[config.mk]
export PLATFORM = sky130hd
export DESIGN_NAME = twowire_apb_arbiter
export DESIGN_NICKNAME = d
export VERILOG_FILES = /design/src/rtl/twowire_apb_arbiter_pkg.sv /design/src/rtl/twowire_rr_priority.sv /design/src/rtl/twowire_apb_arbiter.sv
export SDC_FILE = /design/constraint.sdc
export NUM_CORES = 1
export LEC_CHECK = 0
export ABC_AREA = 1
export CORE_MARGIN = 5
export CORE_UTILIZATION = 21
export DETAILED_ROUTE_END_ITERATION = 7
export HOLD_SLACK_MARGIN = 0.05
export PLACE_DENSITY_LB_ADDON = 0.3
export SLEW_MARGIN = 25
export SYNTH_ARGS = -nofsm -noshare
export SYNTH_HDL_FRONTEND = slang
export SYNTH_SLANG_ARGS = --single-unit
[constraint.sdc]
create_clock -name dck -period 1.86 [get_ports dck]
set_clock_uncertainty 0.15 [all_clocks]
set_input_delay 0.186 -clock dck [delete_from_list [all_inputs] [get_ports dck]]
set_output_delay 0.186 -clock dck [all_outputs]
set_load 0.02 [all_outputs]
[src/rtl/twowire_apb_arbiter_pkg.sv]
// Shared types for the two-wire APB arbiter: the transfer state encoding
// and the index-width helper.
package twowire_apb_arbiter_pkg;

  typedef enum logic [1:0] {
    S_IDLE   = 2'd0,
    S_SETUP  = 2'd1,
    S_ACCESS = 2'd2
  } state_t;

  function automatic int idx_w(input int n);
    return (n < 2) ? 1 : $clog2(n);
  endfunction

endpackage

[src/rtl/twowire_rr_priority.sv]
// Combinational priority pick: first unmasked request at or after ptr,
// wrapping modulo N.
module twowire_rr_priority import twowire_apb_arbiter_pkg::*; #(
  parameter int N     = 2,
  parameter int W_IDX = idx_w(N)
) (
  input  logic [N-1:0]     req,
  input  logic [W_IDX-1:0] ptr,
  input  logic [N-1:0]     mask,
  output logic             vld,
  output logic [W_IDX-1:0] win
);

  // Walk from the farthest offset down so the nearest hit is assigned last.
  always_comb begin
    vld = 1'b0;
    win = '0;
    for (int k = N - 1; k >= 0; k--) begin
      if (req[(int'(ptr) + k) % N] && !mask[(int'(ptr) + k) % N]) begin
        vld = 1'b1;
        win = W_IDX'((int'(ptr) + k) % N);
      end
    end
  end

endmodule

[src/rtl/twowire_apb_arbiter.sv]
// Shares one APB3 target between N_PORTS requesters; holds a registered
// grant for a whole transfer and sequences setup/access downstream.
module twowire_apb_arbiter import twowire_apb_arbiter_pkg::*; #(
  parameter int N_PORTS     = 2,
  parameter int W_ADDR      = 8,
  parameter int W_DATA      = 32,
  parameter int ROUND_ROBIN = 1
) (
  input  logic                      dck,
  input  logic                      drst_n,
  input  logic [N_PORTS-1:0]        us_psel,
  input  logic [N_PORTS-1:0]        us_penable,
  input  logic [N_PORTS-1:0]        us_pwrite,
  input  logic [N_PORTS*W_ADDR-1:0] us_paddr,
  input  logic [N_PORTS*W_DATA-1:0] us_pwdata,
  output logic [N_PORTS-1:0]        us_pready,
  output logic [N_PORTS-1:0]        us_pslverr,
  output logic [W_DATA-1:0]         us_prdata,
  output logic                      ds_psel,
  output logic                      ds_penable,
  output logic                      ds_pwrite,
  output logic [W_ADDR-1:0]         ds_paddr,
  output logic [W_DATA-1:0]         ds_pwdata,
  input  logic                      ds_pready,
  input  logic                      ds_pslverr,
  input  logic [W_DATA-1:0]         ds_prdata,
  output logic                      busy
);

  localparam int W_IDX = idx_w(N_PORTS);

  if (N_PORTS < 2 || N_PORTS > 8) begin : g_bad_n_ports
    $error("twowire_apb_arbiter: N_PORTS must be in 2..8");
  end

  state_t             state, state_nxt;
  logic [W_IDX-1:0]   grant, grant_nxt, rr_ptr, ptr_nxt, start, win;
  logic               win_vld, take, done;
  logic [N_PORTS-1:0] gsel, mask;

  // Arbitration is on psel alone; penable carries no extra information here.
  logic unused_penable;
  assign unused_penable = ^us_penable;

  assign gsel  = N_PORTS'(1) << grant;
  // The finishing port still holds psel in its completion cycle.
  assign mask  = (state == S_ACCESS) ? gsel : '0;
  assign start = (ROUND_ROBIN != 0) ? rr_ptr : '0;

  twowire_rr_priority #(.N(N_PORTS), .W_IDX(W_IDX)) u_pri (
    .req  (us_psel),
    .ptr  (start),
    .mask (mask),
    .vld  (win_vld),
    .win  (win)
  );

  always_comb begin
    state_nxt = state;
    grant_nxt = grant;
    ptr_nxt   = rr_ptr;
    take      = 1'b0;
    case (state)
      S_IDLE:   take = win_vld;
      S_SETUP:  state_nxt = S_ACCESS;
      S_ACCESS: if (ds_pready) begin
                  take      = win_vld;
                  state_nxt = S_IDLE;
                end
      default:  state_nxt = S_IDLE;
    endcase
    if (take) begin
      state_nxt = S_SETUP;
      grant_nxt = win;
      if (ROUND_ROBIN != 0)
        ptr_nxt = (win == W_IDX'(N_PORTS - 1)) ? '0 : win + 1'b1;
    end
  end

  always_ff @(posedge dck or negedge drst_n) begin
    if (!drst_n) begin
      state  <= S_IDLE;
      grant  <= '0;
      rr_ptr <= '0;
    end else begin
      state  <= state_nxt;
      grant  <= grant_nxt;
      rr_ptr <= ptr_nxt;
    end
  end

  assign busy       = (state != S_IDLE);
  assign ds_psel    = (state == S_SETUP) || (state == S_ACCESS);
  assign ds_penable = (state == S_ACCESS);
  assign ds_pwrite  = ds_psel & us_pwrite[grant];
  assign ds_paddr   = ds_psel ? us_paddr[grant*W_ADDR +: W_ADDR]  : '0;
  assign ds_pwdata  = ds_psel ? us_pwdata[grant*W_DATA +: W_DATA] : '0;

  assign done       = (state == S_ACCESS) && ds_pready;
  assign us_pready  = done ? gsel : '0;
  assign us_pslverr = (done && ds_pslverr) ? gsel : '0;
  assign us_prdata  = ds_prdata;

endmodule

==> run_results.csv, run 1 <==
group,metric,value,unit
placed_design,hpwl,4.32,mm
timing,min_period,1810,ps
global_routing,antenna_found_initial,0,
setup_path,critPathRequiredTime,1520,ps
setup_path,cp_max_fo,4,
placed_design,placedInstanceArea,0.00243,mm2
route,ant_nets,0,
timing,finalSetupTns,0,ps
route,post_drt_wl_per_cell,13.5,um
timing,maxSlewHeadroom,83.7,%
logic_synthesis,ys_types,17,
timing,tightest_slew,245,ps
route,vias,1589,
final_layout,final_cell_mix,"clkdlybuf4s50_1, nor2_1, buf_4",
final_layout,final_cell_area,0.00241,mm2
global_routing,grt_pass1_vias,1554,
final_layout,seq_area,100,um2
final_layout,drive_above_1_share,24.2,%
pwr,p_per_area,1940,mW/mm2
flow_run,cap_violations,0,
clock_tree,cts-root-buf,"clkbuf_8",
pwr,vdd_drop_max,774,uV
logic_synthesis,synthCells,208,
pwr,power,4.67,mW
final_layout,diodes,0,
floorplan,die-area,0.00678,mm2
clock_tree,h-tree-depth,1,
final_layout,num-nets-final,449,
setup_path,path_class,"reg2out",
placed_design,place.gp.congestion,0.851,
floorplan,num_rows,26,
route,drcViolationCount,0,
setup_path,crit_arrival,1480,ps
global_routing,grt_max_degree,24,
clock_tree,clkTransAtPathRegs,30,ps
final_layout,nFillCells,563,
route,firstDrtPassIters,4,
hold_path,hold_path_class,"in2out",
logic_synthesis,syn_area_per_cell,5.28,um2
clock_tree,clk-insertion-delay-late,220,ps
timing,hold_viol,0,
floorplan,ios,202,
floorplan,die_width,82.3,um
timing,setup_viol,0,
timing,rsz0062_at_grt,"yes",
setup_path,cp-start-kind,"register",
route,drt_iter0_markers,64,
logic_synthesis,ys_seq_area_share,9.11,%
timing,fmax,552,MHz
final_layout,final_common_cell,"clkdlybuf4s50_1",
timing,finalCritPeriodShare,97.4,%
global_routing,track_usage,14.2,%
final_layout,area_growth,119,%
timing,slew_viol_final,0,
logic_synthesis,syn-num-nets,333,
route,wl,5.31,mm
clock_tree,cts.path.max_buffers,2,
placed_design,dp.cells,386,
floorplan,start_util,21.5,%
floorplan,core-area,0.00511,mm2
final_layout,multi_input_area,686,um2
logic_synthesis,ys_ff_latch,4,
clock_tree,cts_tree,"built",
logic_synthesis,ys_warn_count,0,
global_routing,grt_pass1_wl,7.54,mm
clock_tree,clock_sinks,4,
placed_design,portBuffers,135,
global_routing,grt-ovfl-total,0,
final_layout,final_cells,392,
clock_tree,numCtsBuffers,3,
floorplan,die_h,82.3,um
setup_path,end_kind,"output pin",
pwr,leakagePower,1.12,nW
outcome,status,"finished clean",
route,vias_per_cell,4.05,
logic_synthesis,synth_area,0.00110,mm2
timing repair:
item	4_1_cts	5_1_grt
hold buffers	1	0
buffers inserted	1	0
gates cloned	1	0
gates resized for setup	189	53
endpoints found under the hold margin	4	0
setup endpoints to repair	48	39
pin swaps	2	4
critical path, stage by stage (launching register included):
cell,delay (ps)
dfrtp_1,380
inv_2,90
buf_4,110
ha_2,210
nand2_2,70
nor2_1,110
clkdlybuf4s15_2,280
synth_stat cells (all sizes together):
master | instances | area share [%]
dfrtp | 4 | 9.1
inv | 7 | 2.6
buf | 38 | 25
nor2 | 86 | 29
nand3 | 2 | 0.91
o21ai | 42 | 19
nor3 | 2 | 0.91
a21oi | 1 | 0.46
nand2 | 16 | 6.2
clkbuf | 7 | 2.7
ha | 3 | 3.4
stage by stage:
step	util (%)	setup slack, ps	hold WS, ps
final	47.2	48.6	222
after global routing	47.2	-34.3	222
after CTS	45.4	4.15	222
after detailed placement	47.6	-240	222
after global placement	47.6	-185	222
after floorplan	-	43.6	-260
where the power goes:
group          switching [mW]  internal (mW)
Sequential             0.0427          0.132
Clock                  0.0516          0.139
Combinational            2.37           1.93
Total                    2.46           2.20
final timing paths:
| check | cells past startpoint | start | slack [ps] | end |
|---|---|---|---|---|
| worst max-delay path | 6 | state[0] | 50 | us_pready[1] |
| worst min-delay path | 0 | ds_prdata[10] | 220 | us_prdata[10] |
| worst max register to register | 11 | state[0] | 220 | state[1] |
| worst min register to register | 2 | rr_ptr | 350 | rr_ptr |
| max in group asynchronous | 2 | drst_n | 830 | state[0] |
| min in group asynchronous | 2 | drst_n | 560 | rr_ptr |
metal layers:
metal  vias to the layer above  share of wire, %  track usage (%)
met5                         -                 0                0
met2                        67                52             26.0
met1                       656                35             15.5
met3                        14                11             3.90
met4                         0               2.0             4.98
li1                        852                 -                -
state kept, by name, indices dropped and copies added, names as in the netlist:
signal	cells
rr_ptr	1
grant	1
state	2
cell type report:
class / instances / area share [%]
clock buffer: 3 / 1.71
tap: 70 / 3.63
multi-input combinational: 152 / 28.5
timing repair buffer: 156 / 60.9
inverter: 7 / 1.19
sequential: 4 / 4.15
kinds of logic (layout without fill, tap and decap cells):
logic type	count (synthesis)	count (layout)	share of synthesized area, %
AO/OA/AOI/OAI	43	43	19.6
AND/OR/NAND/NOR	106	106	37.4
adder cells (fa/ha/maj)	3	3	3.42
flip-flops	4	4	9.11
buffers and inverters	52	166	30.5
Note: power is estimated with default switching activity, not from simulation.
==> run 2, diff against run 1 <==
- GPL_ROUTABILITY_DRIVEN: unset -> 0
==> results of run 2 <==
No change in the layout: final DEF, timing and power equal those of run 1.
==> run 3, diff against run 2 <==
- CTS_CLUSTER_DIAMETER: unset -> 100
==> results of run 3 <==
No change in the layout: final DEF, timing and power equal those of run 1.
